`src/rtl/lagarto_fetch_pkg.sv`:
```
// lagarto_fetch_pkg: shared fetch-queue entry record and default sizing
package lagarto_fetch_pkg;
    localparam int FQ_DEPTH  = 4;
    localparam int FQ_ADDR_W = 40;
    localparam int PC_MAX_W  = 64;
    typedef struct packed {
        logic [PC_MAX_W-1:0] pc;
        logic [31:0]         inst;
        logic                xcpt_misaligned;
        logic                xcpt_if;
    } fetch_entry_t;
endpackage

```
`src/rtl/fetch_queue.sv`:
```
// fetch_queue: fetch-to-decode instruction FIFO with flush and fault hold; FETCH_QUEUE_BYPASS_EN enables empty-queue bypass
module fetch_queue
    import lagarto_fetch_pkg::*;
#(
    parameter int DEPTH  = FQ_DEPTH,
    parameter int ADDR_W = FQ_ADDR_W
) (
    input  logic                     CLK,
    input  logic                     RST,
    input  logic                     FLUSH,
    input  logic                     FETCH_VALID,
    input  logic [ADDR_W-1:0]        FETCH_PC,
    input  logic [31:0]              FETCH_INST,
    input  logic                     FETCH_XCPT_MISALIGNED,
    input  logic                     FETCH_XCPT_IF,
    output logic                     FETCH_READY,
    input  logic                     DEC_READY,
    output logic                     DEC_VALID,
    output logic [ADDR_W-1:0]        DEC_PC,
    output logic [31:0]              DEC_INST,
    output logic                     DEC_XCPT_MISALIGNED,
    output logic                     DEC_XCPT_IF,
    output logic [$clog2(DEPTH):0]   QUEUE_COUNT
);
    localparam int PW = $clog2(DEPTH);
    localparam int CW = PW + 1;

    fetch_entry_t  mem_q [DEPTH];
    fetch_entry_t  in_e, head_e;
    logic [PW-1:0] rd_ptr_q, rd_ptr_d, wr_ptr_q, wr_ptr_d;
    logic [CW-1:0] count_q, count_d;
    logic          hold_q, hold_d;
    logic          empty, full, push, pop, byp, store, mem_pop;

    // handshake, bypass selection and next-state computation
    always_comb begin
        in_e.pc              = PC_MAX_W'(FETCH_PC);
        in_e.inst            = FETCH_INST;
        in_e.xcpt_misaligned = FETCH_XCPT_MISALIGNED;
        in_e.xcpt_if         = FETCH_XCPT_IF;
        empty       = count_q == '0;
        full        = count_q == CW'(DEPTH);
        FETCH_READY = ~RST & ~full & ~hold_q;
        push        = FETCH_VALID & FETCH_READY & ~FLUSH;
`ifdef FETCH_QUEUE_BYPASS_EN
        byp    = push & empty;
        head_e = byp ? in_e : mem_q[rd_ptr_q];
`else
        byp    = 1'b0;
        head_e = mem_q[rd_ptr_q];
`endif
        DEC_VALID = ~RST & (~empty | byp);
        pop       = DEC_VALID & DEC_READY & ~FLUSH;
        store     = push & ~(byp & DEC_READY);
        mem_pop   = pop & ~byp;
        count_d   = FLUSH ? '0 : count_q + CW'(store) - CW'(mem_pop);
        wr_ptr_d  = FLUSH ? '0 : wr_ptr_q + PW'(store);
        rd_ptr_d  = FLUSH ? '0 : rd_ptr_q + PW'(mem_pop);
        hold_d    = FLUSH ? 1'b0 : hold_q | (push & (FETCH_XCPT_MISALIGNED | FETCH_XCPT_IF));
        DEC_PC              = DEC_VALID ? head_e.pc[ADDR_W-1:0] : '0;
        DEC_INST            = DEC_VALID ? head_e.inst : '0;
        DEC_XCPT_MISALIGNED = DEC_VALID & head_e.xcpt_misaligned;
        DEC_XCPT_IF         = DEC_VALID & head_e.xcpt_if;
        QUEUE_COUNT         = RST ? '0 : count_q;
    end

    // control state: occupancy, pointers and fault hold
    always_ff @(posedge CLK) begin
        if (RST) begin
            count_q  <= '0;
            wr_ptr_q <= '0;
            rd_ptr_q <= '0;
            hold_q   <= 1'b0;
        end else begin
            count_q  <= count_d;
            wr_ptr_q <= wr_ptr_d;
            rd_ptr_q <= rd_ptr_d;
            hold_q   <= hold_d;
        end
    end

    // entry storage, intentionally not reset
    always_ff @(posedge CLK) begin
        if (store) mem_q[wr_ptr_q] <= in_e;
    end
endmodule
```
`config.mk`:
```
export PLATFORM = sky130hd
export DESIGN_NAME = fetch_queue
export DESIGN_NICKNAME = d
export VERILOG_FILES = /design/src/rtl/lagarto_fetch_pkg.sv /design/src/rtl/fetch_queue.sv
export SDC_FILE = /design/constraint.sdc
export NUM_CORES = 1
export LEC_CHECK = 0
export CELL_PAD_IN_SITES_DETAIL_PLACEMENT = 1
export CELL_PAD_IN_SITES_GLOBAL_PLACEMENT = 1
export CORE_MARGIN = 1
export CORE_UTILIZATION = 48
export DETAILED_ROUTE_END_ITERATION = 6
export HOLD_SLACK_MARGIN = 0.03
export PLACE_DENSITY_LB_ADDON = 0.1
export SYNTH_ARGS = -nofsm -noshare
export SYNTH_HDL_FRONTEND = slang
export SYNTH_SLANG_ARGS = --single-unit
```
`constraint.sdc`:
```
create_clock -name CLK -period 11.8 [get_ports CLK]
set_input_delay 2.36 -clock CLK [delete_from_list [all_inputs] [get_ports CLK]]
set_output_delay 2.36 -clock CLK [all_outputs]
set_load 0.005 [all_outputs]
```
==> results.cfg, run 1 <==
[run_status]
outcome = finished clean

[finish]
nFillCells = 1989
syn_to_final_growth_pct = 25.07
fin_area_um2 = 14560
drive_gt1_share_pct = 19.72
final_cell_mix = edfxtp_1, clkdlybuf4s50_1, and2_1
mostFrequentLayoutCell = edfxtp_1
layout.nets = 779
antenna_cells = 0
instances_no_fill = 1039

[worst_setup_path]
r2r_start = hold_q
cp-end-kind = output port
crit_arrival_ns = 4.89
path_max_fanout = 45
worstPathRequired_ns = 9.44
crit_type = in -> out
crit_start = RST
cp-start-kind = input port
r2r_slack_ns = 9.03

[logic_synthesis]
synth_edf_count = 296
synth_top_area_cell = edfxtp_1
syn_area_um2 = 11640
yosys_warnings = 0
ys_seq_area_share_pct = 77.71
async_flop_share_pct = 0
ys_top_cells_by_area = edfxtp_1, mux4_2, and2_1, dfxtp_1, buf_6
synth_top_flop_cell = edfxtp_1
syn_nets = 605
synth_top_area_share_pct = 76.34
synth_seq_cells = 304
syn_inst = 523
synth_cell_types = 34
avgSynthCellArea_um2 = 22.26

[placement]
dp_cells = 983
place_hpwl_um = 14240
portBuffers = 157
globalplace.congestion = 0.7295
placed_area_um2 = 13580

[floorplan]
boundaryPins = 158
num_rows = 56
die_w_um = 157.8
coreArea_um2 = 23610
die_h_um = 157.8
fp.dieArea_um2 = 24890
start_util_pct = 49.31

[cts]
cts.repair.resized = 0
clk_pin_slew_worst_paths_ns = 0.06
cts_setup_buffers = 0
clock_path_buffers = 3
numCtsBuffers = 31
cts-root-buf = clkbuf_16
htree_levels = 1
clock-sinks = 304
cts_tree = yes
hold_buffers = 0
clkLatencyLatePin_ns = 0.55

[routing]
wirelength_um = 24120
vias = 5624
drc_errors = 0
viasPerCell = 5.413
drt_first_pass_iters = 4
ant_nets = 0
wl_per_cell_um = 23.22
drt_iter0_drc = 278

[timing]
finClkSkew_ns = 0.01952
fmaxAchievable_mhz = 137.8
report.final.setup_viol = 0
max-slew-margin-rel_pct = 28.99
period_share_pct = 61.48
hold_viol_final = 0
fin_crit_ns = 7.254
finalSetupTns_ns = 0
drv_slew = 0
worstMarginPinSlew_ns = 1.065
rsz0062_at_grt = false

[power_and_ir_drop]
p_int_mw = 1.790
p_total_mw = 2.206
power_frac_clock_pct = 42.6
seqPwrFrac_pct = 54.3
powerDensity_nw_per_um2 = 151.5
p_sw_mw = 0.4154
pwr-share-comb_pct = 3.1
p_leak_nw = 4.550
ir_worst_vdd_v = 0.0001285
swShare_pct = 18.83

[grt]
grt_pass1_vias = 6268
grt_antenna_before_repair = 4
grt_max_degree = 52
grt_overflow = 0
grt_pass1_wl_um = 36590
grt_usage_pct = 20.12

[min_path]
hp-start = hold_q
holdCritPathClass = reg -> reg

[run]
maxCapViolCount = 0
[sequential cells by signal (all words and copies together), names as in the netlist]
signal and count:
count_q 3, hold_q 1, mem_q 296, rd_ptr_q 2, wr_ptr_q 2
[cell type report]
class / instances / area (um2) / area share (%)
clock buffer: 40 / 829.5 / 5.696
clock inverter: 16 / 153.9 / 1.057
inverter: 2 / 7.507 / 0.05155
multi-input combinational: 191 / 2470 / 16.96
sequential: 304 / 9056 / 62.19
tap: 319 / 399.1 / 2.741
timing repair buffer: 167 / 1647 / 11.31
[layer usage]
layer / up-vias / global-route usage (%) / wire length (um)
met5: - / 0 / 30
met3: 24 / 4.298 / 1425
li1: 2467 / - / -
met2: 166 / 34.63 / 12330
met4: 4 / 3.652 / 202
met1: 2963 / 26.71 / 10130
[stage by stage]
stage               worst slack, ns  hold slack (ns)  util (%)
finish                        4.546           0.5345     61.67
global route                  4.378           0.5795     61.67
CTS                           4.515           0.5315     61.67
detailed placement            4.524           0.5178     57.51
global placement              4.614           0.5012     57.51
floorplan                     2.582           0.4770         -
[cell families (layout without fill, tap and decap cells)]
kind of cell / count (synthesis) / after routing / synth area share [%]
multiplexers: 74 / 74 / 14.31
XOR/XNOR: 3 / 3 / 0.2257
adder cells (fa/ha/maj): 3 / 3 / 0.3868
AO/OA/AOI/OAI: 9 / 9 / 0.4621
AND/OR/NAND/NOR: 102 / 102 / 5.577
flip-flops: 304 / 304 / 77.71
buffers and inverters: 28 / 225 / 1.322
[final timing paths]
kind / end / depth (start not counted)
worst max-delay path: DEC_PC[2] / 5
worst min-delay path: hold_q / 2
worst max register to register: mem_q[3][24] / 5
worst min register to register: hold_q / 2
[cells in the mapped netlist, types with 2 or more instances]
| cell type | count |
|---|---|
| a21oi_1 | 4 |
| and2_1 | 77 |
| and2b_2 | 2 |
| buf_2 | 5 |
| buf_6 | 5 |
| clkbuf_1 | 13 |
| dfxtp_1 | 8 |
| edfxtp_1 | 296 |
| ha_1 | 2 |
| mux4_2 | 74 |
| nor2_1 | 6 |
| nor3_1 | 2 |
| nor3b_1 | 3 |
| o21ai_0 | 2 |
| or3_1 | 2 |
| or3b_1 | 2 |
| xnor2_1 | 3 |
[power groups by stage]
stage	logic (mW)	registers, mW	clock network [mW]
3_5_place_dp	0.0692	1.22	0
2_1_floorplan	0.0193	1.22	0
6_report	0.0686	1.20	0.940
3_3_place_gp	0.0648	1.22	0
4_1_cts	0.0697	1.20	0.965
5_1_grt	0.0739	1.20	1.00
[worst max-delay path, stage by stage]
cell and delay (ns):
clkdlybuf4s50_1 0.60, nor2_4 0.66, buf_4 0.50, and2_1 0.24
clkdlybuf4s50_1 0.51
(Power assumes the default switching activity.)
==> run 2: changes to the inputs <==
clock period = 6.9 ns   (was 11.8 ns; I/O delays follow)
==> run 2 against run 1 <==
Setup slack got worse by 2.9 ns. Clock-buffer cell count shrank 5. Final area rose by 0.30%. Largest power group unchanged. Critical path depth is the same. Global-route usage fell by 0.67 points. First-iteration DRC count rose by 6.5%. Utilization grew 0.19 points. Flip-flop and latch count unchanged. Non-clock buffer count rose by 1. Register-to-register slack got worse by 4.9 ns. Worst hold slack improved by 0.019 ns. Via count shrank 0.75%.
==> results.cfg, run 2 (synthesized netlist as in run 1, its figures left out) <==
[timing]
hold_slack_ns = 0.5536
hold_viol_final = 0
rsz0062_at_grt = false
fmaxAchievable_mhz = 190.4
finalSetupTns_ns = 0
worstMarginPinSlew_ns = 0.8937
finClkSkew_ns = 0.01218
drv_slew = 0
fin_crit_ns = 5.252
report.final.setup_viol = 0
period_share_pct = 76.12
max-slew-margin-rel_pct = 40.42

[finish]
drive_gt1_share_pct = 19.78
fin_area_um2 = 14610
reg_top3 = mem_q: 296 flops, count_q: 3 flops
largest_reg_flops = 296
syn_to_final_growth_pct = 25.45
instances_no_fill = 1043
top_register = mem_q
layout.nets = 780
final_cell_mix = edfxtp_1, clkdlybuf4s50_1, and2_1
mostFrequentLayoutCell = edfxtp_1

[routing]
wl_per_cell_um = 22.45
wirelength_um = 23420
drt_first_pass_iters = 4
viasPerCell = 5.352
drt_iter0_drc = 296
ant_nets = 0
drc_errors = 0
vias = 5582

[min_path]
holdCritPathClass = reg -> reg

[cts]
numCtsBuffers = 31
clock_path_buffers = 3
cts.repair.resized = 0
cts_tree = yes
clkLatencyLatePin_ns = 0.55
clock-sinks = 304
cts_setup_buffers = 0
htree_levels = 1
clk_pin_slew_worst_paths_ns = 0.05
cts-root-buf = clkbuf_16
hold_buffers = 0

[floorplan]
die_h_um = 157.8
start_util_pct = 49.31
boundaryPins = 158
die_w_um = 157.8
fp.dieArea_um2 = 24890
num_rows = 56
coreArea_um2 = 23610

[placement]
globalplace.congestion = 0.7632
place_hpwl_um = 13800
dp_cells = 984
placed_area_um2 = 13610
portBuffers = 157

[grt]
grt_antenna_before_repair = 1
grt_max_degree = 62
grt_pass1_wl_um = 35720
grt_pass1_vias = 6270
grt_usage_pct = 19.45
grt_overflow = 0

[worst_setup_path]
cp_slowest_cell = nor2_4
path_cells = clkdlybuf4s50_1 > nor2_4 > buf_4 > and2_1 > clkdlybuf4s50_1
max_stage_delay_ns = 0.76
cpMostUsedCell = clkdlybuf4s50_1
cp-start-kind = input port
crit_type = in -> out
cp-end-kind = output port
crit_arrival_ns = 3.87
worstPathRequired_ns = 5.52
path_max_fanout = 38

[power_and_ir_drop]
powerDensity_nw_per_um2 = 258.5
ir_worst_vdd_v = 0.0002640
p_leak_nw = 4.564
p_total_mw = 3.775

[run_status]
outcome = finished clean

[run]
maxCapViolCount = 0
run 2: cell types whose count changed in the layout (fill, tap and decap cells not counted), sizes merged:
cell / previous run / this run
clkinv: 11 / 17
clkbuf: 40 / 35
inv: 2 / 4
buf: 10 / 11
clkinvlp: 2 / 1
diode: 0 / 1
run 2: final timing paths:
check          from      endpoint  slack, ns  depth (start not counted)
max             RST  DEC_INST[27]       1.65                          5
min          hold_q        hold_q       0.55                          2
max reg2reg  hold_q  mem_q[3][58]       4.14                          5
min reg2reg  hold_q        hold_q       0.55                          2
run 2: report_power, final:
group	switching (mW)	total (mW)	internal [mW]
Clock	0.674	1.61	0.938
Sequential	0.00513	2.05	2.04
Combinational	0.0497	0.117	0.0670
Total	0.729	3.78	3.05
run 2: cell type report:
cell class / instances / area (um2)
flip-flops and latches: 304 / 9056
fillers: 2021 / 9006
repair buffers: 168 / 1667
clock buffers: 35 / 790.8
inverters: 2 / 7.507
diodes: 1 / 2.502
clock inverters: 23 / 201.4
multi-input cells: 191 / 2482
well taps: 319 / 399.1
run 2: worst max-delay path, delay by kind of cell:
kind	cells	cell delay, ns
simple gates	2	0.99
buf+inv	3	1.48
run 2: per-stage QoR:
step	setup slack (ns)	util (%)
after detailed placement	1.644	57.65
final	1.648	61.86
after global placement	1.641	57.65
after global routing	1.442	61.85
after floorplan	1.267	-
after CTS	1.587	61.85
run 2: layer usage:
layer | vias up | track usage (%) | share of wire [%]
li1 | 2484 | - | -
met4 | 2 | 3.930 | 1.4
met2 | 128 | 34.91 | 53
met3 | 28 | 3.860 | 4.4
met1 | 2940 | 24.52 | 41
met5 | - | 0 | 0.051
==> run 3: changes to the inputs <==
clock period = 4.9 ns   (was 6.9 ns; I/O delays follow)
==> run 3 against run 2 <==
Sequential power increased by 40%. Die area unchanged. Routed wire length increased by 0.77%. Highest routed layer is now met4.
==> results.cfg, run 3 (synthesized netlist as in run 1, its figures left out) <==
[run_status]
outcome = finished clean

[timing]
report.final.setup_viol = 0
drv_slew = 0
worstMarginPinSlew_ns = 0.8406
finClkSkew_ns = 0.01383
rsz0062_at_grt = false
period_share_pct = 84.13
fin_crit_ns = 4.122
finalSetupTns_ns = 0
hold_viol_final = 0
hold_slack_ns = 0.6060
max-slew-margin-rel_pct = 43.96
fmaxAchievable_mhz = 242.6
setup_ws_ns = 0.7776

[finish]
final_cell_mix = edfxtp_1, clkdlybuf4s50_1, and2_1
drive_gt1_share_pct = 19.97
nFillCells = 1981
largest_reg_flops = 296
fin_util_pct = 61.82
syn_to_final_growth_pct = 25.37
mostFrequentLayoutCell = edfxtp_1
layout.nets = 782
antenna_cells = 0
top_register = mem_q
reg_top3 = mem_q: 296 flops, count_q: 3 flops

[power_and_ir_drop]
seqPwrFrac_pct = 55.1
p_sw_mw = 1.002
p_leak_nw = 4.556
powerDensity_nw_per_um2 = 358.2
p_total_mw = 5.229
p_int_mw = 4.226
swShare_pct = 19.17
pwr-share-comb_pct = 3.2
ir_worst_vdd_v = 0.0003085
power_frac_clock_pct = 41.7

[routing]
viasPerCell = 5.388
wl_per_cell_um = 22.69
ant_nets = 0
drt_iter0_drc = 327
drt_first_pass_iters = 4
vias = 5604
wirelength_um = 23600
drc_errors = 0

[worst_setup_path]
path_max_fanout = 28
reg2reg_to = mem_q[3][20]
cp-start-kind = input port
crit_arrival_ns = 3.14
crit_start = RST
r2r_slack_ns = 2.38
worstPathRequired_ns = 3.92
crit_type = in -> out
r2r_start = hold_q
cp-end-kind = output port
reg2reg_depth = 5

[cts]
cts_tree = yes
hold_buffers = 0
clock-sinks = 304
numCtsBuffers = 31
clkLatencyLatePin_ns = 0.55
cts_setup_buffers = 0
clock_path_buffers = 3
cts.repair.resized = 0
htree_levels = 1
clk_pin_slew_worst_paths_ns = 0.06
cts-root-buf = clkbuf_16

[floorplan]
start_util_pct = 49.31
coreArea_um2 = 23610
die_w_um = 157.8
fp.dieArea_um2 = 24890
num_rows = 56
boundaryPins = 158
die_h_um = 157.8

[grt]
grt_usage_pct = 19.43
grt_pass1_vias = 6182
grt_overflow = 0
grt_max_degree = 54
grt_antenna_before_repair = 0
grt_pass1_wl_um = 35460

[placement]
portBuffers = 157
place_ws_ns = 0.7693
place_hpwl_um = 14390
globalplace.congestion = 0.7356

[min_path]
holdCritPathClass = reg -> reg
min_path_cells = 2
min_to = hold_q
hp-start = hold_q

[run]
maxCapViolCount = 0
run 3: cell types whose count changed in the layout (fill, tap and decap cells not counted), sizes merged:
cell	before	now
bufinv	3	2
clkbuf	35	37
inv	4	3
diode	1	0
buf	11	13
clkinv	17	13
run 3: area by class of cell:
cell class                 count  area [um2]  share of cell area [%]
sequential                   304        9056                   62.04
multi-input combinational    191        2482                   17.01
clock inverter                17       135.1                  0.9257
tap                          319       399.1                   2.734
timing repair buffer         170        1719                   11.78
clock buffer                  37       798.3                   5.468
inverter                       2       7.507                 0.05143
run 3: routing by layer:
layer	routed length (um)	global-route usage [%]	vias up
li1	-	-	2483
met4	391	4.762	0
met3	1125	3.613	31
met1	9886	24.83	2953
met5	0	0	-
met2	12190	34.32	137
run 3: power by group through the flow:
stage	Sequential [mW]	Combinational [mW]	Clock (mW)
floorplan	2.94	0.0472	0
global placement	2.93	0.158	0
detailed placement	2.94	0.167	0
CTS	2.88	0.168	2.22
global route	2.88	0.178	2.31
finish	2.88	0.166	2.18
run 3: critical path, stage by stage:
cell and delay, ns:
clkdlybuf4s50_1 0.59, nor2_4 0.62, buf_12 0.24, and2_1 0.17
clkdlybuf4s50_1 0.51
run 3: worst max-delay path by stage:
stage	endpoint	slack [ns]	cells after the start
4_1_cts	DEC_PC[5]	0.73	5
3_5_place_dp	DEC_PC[5]	0.77	5
6_report	DEC_PC[5]	0.78	5
2_1_floorplan	mem_q[1][0]	0.68	4
3_3_place_gp	DEC_PC[5]	0.81	5
5_1_grt	DEC_PC[5]	0.66	5
run 3: metrics by stage:
stage / instance area, um2 / instances
finish: 14600 / 1040
floorplan: 11670 / 523
detailed placement: 13660 / 986
global placement: 13660 / 986
CTS: 14600 / 1040
global route: 14600 / 1040
